--- src/rtl/seg7_scan_mux.sv ---
// rtl/seg7_scan_mux.sv - four-digit multiplexed 7-segment driver with guard band, blink and leading-zero blanking
module seg7_scan_mux #(
    parameter int REFRESH_DIV  = 100_000,
    parameter int GUARD        = 1_000,
    parameter int BLINK_FRAMES = 125
) (
    input  logic        clk,
    input  logic        rst,
    input  logic [15:0] digits,
    input  logic [3:0]  blank_mask,
    input  logic [3:0]  blink_mask,
    input  logic [3:0]  dp_mask,
    input  logic        lzb,
    output logic [3:0]  an,
    output logic [7:0]  rish,
    output logic        frame_tick
);
    localparam int DW = $clog2(REFRESH_DIV);

    logic [DW-1:0] div_cnt;
    logic [1:0]    idx;
    logic [7:0]    bcnt;
    logic          blink_phase;
    logic          pend;

    logic [15:0]   sh_digits;
    logic [3:0]    sh_blank;
    logic [3:0]    sh_blink;
    logic [3:0]    sh_dp;
    logic          sh_lzb;
    logic          sh_phase;

    logic          slot_end;
    logic          boundary;
    logic [3:0]    cur;
    logic [3:0]    lz;
    logic          visible;
    logic [6:0]    seg;
    logic [3:0]    an_next;
    logic [7:0]    rish_next;

    assign slot_end = (div_cnt == DW'(REFRESH_DIV - 1));
    // pend forces the first edge out of reset to open a new frame at slot 0
    assign boundary = pend | (slot_end && idx == 2'd3);

    always_ff @(posedge clk) begin
        if (rst) begin
            div_cnt     <= '0;
            idx         <= 2'd3;
            bcnt        <= '0;
            blink_phase <= 1'b1;
            pend        <= 1'b1;
            sh_digits   <= '0;
            sh_blank    <= '0;
            sh_blink    <= '0;
            sh_dp       <= '0;
            sh_lzb      <= 1'b0;
            sh_phase    <= 1'b0;
            an          <= 4'hF;
            rish        <= 8'hFF;
            frame_tick  <= 1'b0;
        end else begin
            pend       <= 1'b0;
            frame_tick <= boundary;
            an         <= an_next;
            rish       <= rish_next;
            if (boundary) begin
                div_cnt   <= '0;
                idx       <= 2'd0;
                sh_digits <= digits;
                sh_blank  <= blank_mask;
                sh_blink  <= blink_mask;
                sh_dp     <= dp_mask;
                sh_lzb    <= lzb;
                // the frame being opened uses the phase from before this boundary's toggle
                sh_phase  <= blink_phase;
                if (bcnt == 8'(BLINK_FRAMES - 1)) begin
                    bcnt        <= '0;
                    blink_phase <= ~blink_phase;
                end else begin
                    bcnt <= bcnt + 8'd1;
                end
            end else if (slot_end) begin
                div_cnt <= '0;
                idx     <= idx + 2'd1;
            end else begin
                div_cnt <= div_cnt + DW'(1);
            end
        end
    end

    always_comb begin
        cur   = sh_digits[{idx, 2'b00} +: 4];
        lz    = '0;
        lz[3] = sh_lzb && (sh_digits[15:12] == 4'h0);
        lz[2] = lz[3] && (sh_digits[11:8] == 4'h0);
        lz[1] = lz[2] && (sh_digits[7:4] == 4'h0);
        visible = !sh_blank[idx] && !(sh_blink[idx] && !sh_phase) && !lz[idx];
        case (cur)
            4'h0: seg = 7'h40;
            4'h1: seg = 7'h79;
            4'h2: seg = 7'h24;
            4'h3: seg = 7'h30;
            4'h4: seg = 7'h19;
            4'h5: seg = 7'h12;
            4'h6: seg = 7'h02;
            4'h7: seg = 7'h78;
            4'h8: seg = 7'h00;
            4'h9: seg = 7'h10;
            4'hA: seg = 7'h08;
            4'hB: seg = 7'h03;
            4'hC: seg = 7'h46;
            4'hD: seg = 7'h21;
            4'hE: seg = 7'h06;
            default: seg = 7'h0E;
        endcase
        an_next   = 4'hF;
        rish_next = 8'hFF;
        if (div_cnt >= DW'(GUARD) && visible) begin
            an_next   = ~(4'b0001 << idx);
            rish_next = {~sh_dp[idx], seg};
        end
    end
endmodule
--- config.mk ---
export PLATFORM = sky130hd
export DESIGN_NAME = seg7_scan_mux
export DESIGN_NICKNAME = d
export VERILOG_FILES = /design/src/rtl/seg7_scan_mux.sv
export SDC_FILE = /design/constraint.sdc
export NUM_CORES = 1
export LEC_CHECK = 0
export ABC_CLOCK_PERIOD_IN_PS = 4300
export BUFFER_PORTS_ARGS = -buffer_cell sky130_fd_sc_hd__buf_2
export CAP_MARGIN = 20
export CORE_ASPECT_RATIO = 0.6
export CORE_MARGIN = 1.5
export CORE_UTILIZATION = 55
export DETAILED_ROUTE_END_ITERATION = 12
export PLACE_DENSITY = 0.77
export SYNTH_ARGS = -nofsm -noshare
export SYNTH_HDL_FRONTEND = slang
export SYNTH_SLANG_ARGS = --single-unit
--- constraint.sdc ---
create_clock -name clk -period 4.3 [get_ports clk]
set_clock_uncertainty 0.15 [all_clocks]
set_input_delay 0 -clock clk [delete_from_list [all_inputs] [get_ports clk]]
set_output_delay 0 -clock clk [all_outputs]
set_load 0.02 [all_outputs]
==> metrics.cfg <==
[power]
p_per_area_nw_per_um2=386
ir_drop_v=0.000226
power.leakage_nw=1.59

[global_route]
use_met3_pct=6.71
grt_antenna_before_repair=0
grt_use_met2_pct=36.7
grt_usage_pct=24.4
overflow=0
met1_usage_pct=33.4
grt-busiest-layer=met2
first_global_vias=2587
grt_max_degree=39
grt_first_pass_wirelength_um=12100

[logic_synthesis]
netlist.top_cell.by_area=dfxtp_1
synth_warnings=0
synth_edf_count=0
synth_area_leaders=dfxtp_1, nand2_1, a21oi_1
syn-num-nets=413
synth_cells=368
synth-seq-area-share_pct=44.2
yosysTopAreaCellShare_pct=44.2
syn_area_per_cell_um2=8.86
ys_ff_latch=72
yosys_most_used_dff=dfxtp_1
synth.distinct_cells=48
synthTopCellsByCount=nand2_1, dfxtp_1, a21oi_1, nor2_1, nand3_1
syn_area_um2=3260
yosysMostFrequentCell=nand2_1
async_flop_share_pct=0

[die]
die_h_um=62.6
die_x_um=102
die-area_um2=6410
rows=21
core_area_um2=5650
start_util_pct=57.7
num_io_pins=44

[sta]
tightest_slew_ns=1.04
fin_crit_sh_pct=63.2
setup_tns_ns=0
finalCriticalPeriod_ns=2.72
drv_slew=0
rsz0062_at_grt=no
hold_viol_final=0
setup_viol=0
slew_headroom_pct=30.7
max_clock_freq_mhz=368

[critical_path]
crit_path_max_fanout=16
cp-startpoint=idx[0]$_SDFFE_PP1P_
r2r_slack_ns=1.58
crit_type=register to register
r2r-end=rish[0]$_SDFF_PP1_
reg2reg_from=idx[0]$_SDFFE_PP1P_
arrival_ns=2.86
reg2regPathDepth=7
crit_path_end_kind=register
cp-start-kind=register
worstPathRequired_ns=4.44

[clock_network]
insertion_delay_ns=0.35
tritoncts=yes
htree_levels=3
cts_setup_buffers=0
root_buffer=clkbuf_8
cts_made_buffers=9
path_clk_slew_ns=0.08
cts_buffer_depth=2
cts.sinks=72

[placement]
dpl_cell_area_um2=3470
io_buffer_count=43
hpwl_um=4580
gp_congestion=0.781

[layout]
utilization_pct=71.5
regArea_um2=1440
n_antenna_cell=0
area_growth_pct=23.9
nFillCells=397
postLayoutCellArea_um2=4040
drive_gt1_share_pct=17.3
finalNetCount=479
multi_input_area_um2=1650

[detailed_routing]
firstDrtPassIters=5
antenna_left=0
routedWlPerCell_um=14.0
viasPerCell=5.41
wirelength_um=7290
vias=2806
drt-initial-drc-count=207
drc=0

[hold_path]
hold_path.startpoint=blank_mask[1]
hold_path.class=input port to register
min_to=sh_blank[1]$_SDFFE_PP0P_
hold_depth=4

[run_status]
status=finished, final reports clean

[run]
maxCapViolations=0

[cells in the final DEF, fill, tap and decap left out, drive strengths merged, types with 2 or more instances in the layout]
cell type and count:
o21ai 9, clkinv 3, a21oi 41, xor2 5, nand4 3, a211oi 2
dfxtp 72, ha 14, bufinv 4, clkbuf 9, nor4 3, mux2i 8
xnor2 8, mux4 6, nor2 19, inv 15, and3 2, mux2 3
nor3 6, nand2b 3, dlygate4sd3 30, o211ai 3, nand2 80, a31oi 2
o311ai 2, and4 5, buf 44, nand3 16, o32ai 3, o21a 3
o221ai 2, or3 4
[cells by family after synthesis]
kind of cell / share of synthesized area (%)
xor gates and xnor gates: 3.49
and+or+nand+nor: 20.8
muxes: 7.64
adders and majority gates: 5.37
buffers and inverters: 5.10
DFF: 44.2
AOI/OAI and AO/OA: 13.3
[metal layers]
layer | share of wire [%] | wire, um | vias up
met2 | 45 | 3290 | 80
li1 | - | - | 1411
met1 | 48 | 3480 | 1297
met5 | 0 | 0 | -
met4 | 1.9 | 142 | 0
met3 | 5.1 | 373 | 18
[worst max path at each step]
stage                            to  slack (ns)  cells past startpoint
6_report         rish[0]$_SDFF_PP1_        1.58                      7
5_1_grt        bcnt[3]$_SDFFE_PP0P_        1.38                      6
4_1_cts          rish[3]$_SDFF_PP1_        1.61                      6
3_5_place_dp     rish[3]$_SDFF_PP1_        1.62                      6
3_3_place_gp     rish[3]$_SDFF_PP1_        1.69                      6
2_1_floorplan    rish[3]$_SDFF_PP1_        1.99                      8
[stage by stage]
step	hold WS, ns	instances	setup WS (ns)	total power (W)
finish	0.280	519	1.58	0.00156
global route	0.294	519	1.38	0.00162
CTS	0.266	519	1.61	0.00156
detailed placement	0.0974	473	1.62	0.000849
global placement	0.0972	473	1.69	0.000845
floorplan	-0.122	368	1.99	0.000815
[layout make-up]
class                   instances  area share, %
clock inverters                 7           3.53
flip-flops and latches         72           35.7
clock buffers                   9           3.07
inverters                      15           1.39
repair buffers                 74           12.9
multi-input cells             262           40.9
well taps                      80           2.48
[flip-flops by register name, summed over array words and instances (netlist names)]
register     flops
frame_tick       1
idx              2
sh_digits       16
an               4
bcnt             8
div_cnt         17
blink_phase      1
pend             1
sh_lzb           1
sh_phase         1
sh_dp            4
sh_blink         4
rish             8
sh_blank         4
[critical path, stage by stage, from the launching register on]
cell and delay, ns:
dfxtp_1 0.82, mux4_2 0.69, inv_1 0.15, ha_1 0.32, mux2i_1 0.13, a211oi_1 0.24
a31oi_1 0.07, nand3_1 0.09
[where the power goes]
part           internal (W)  total [W]  switching [W]  leakage [nW]
clock              0.000446   0.000700       0.000254         0.134
combinational     0.0000735   0.000151      0.0000779         0.867
sequential         0.000687   0.000709      0.0000224         0.588
[timing repair]
| item | in CTS | in global routing |
|---|---|---|
| hold buffers | 30 | 0 |
| setup endpoints to repair | 0 | 0 |
| resized for setup | 0 | 0 |
| endpoints found under the hold margin | 30 | 0 |
Power figures use the tool's default switching activity.
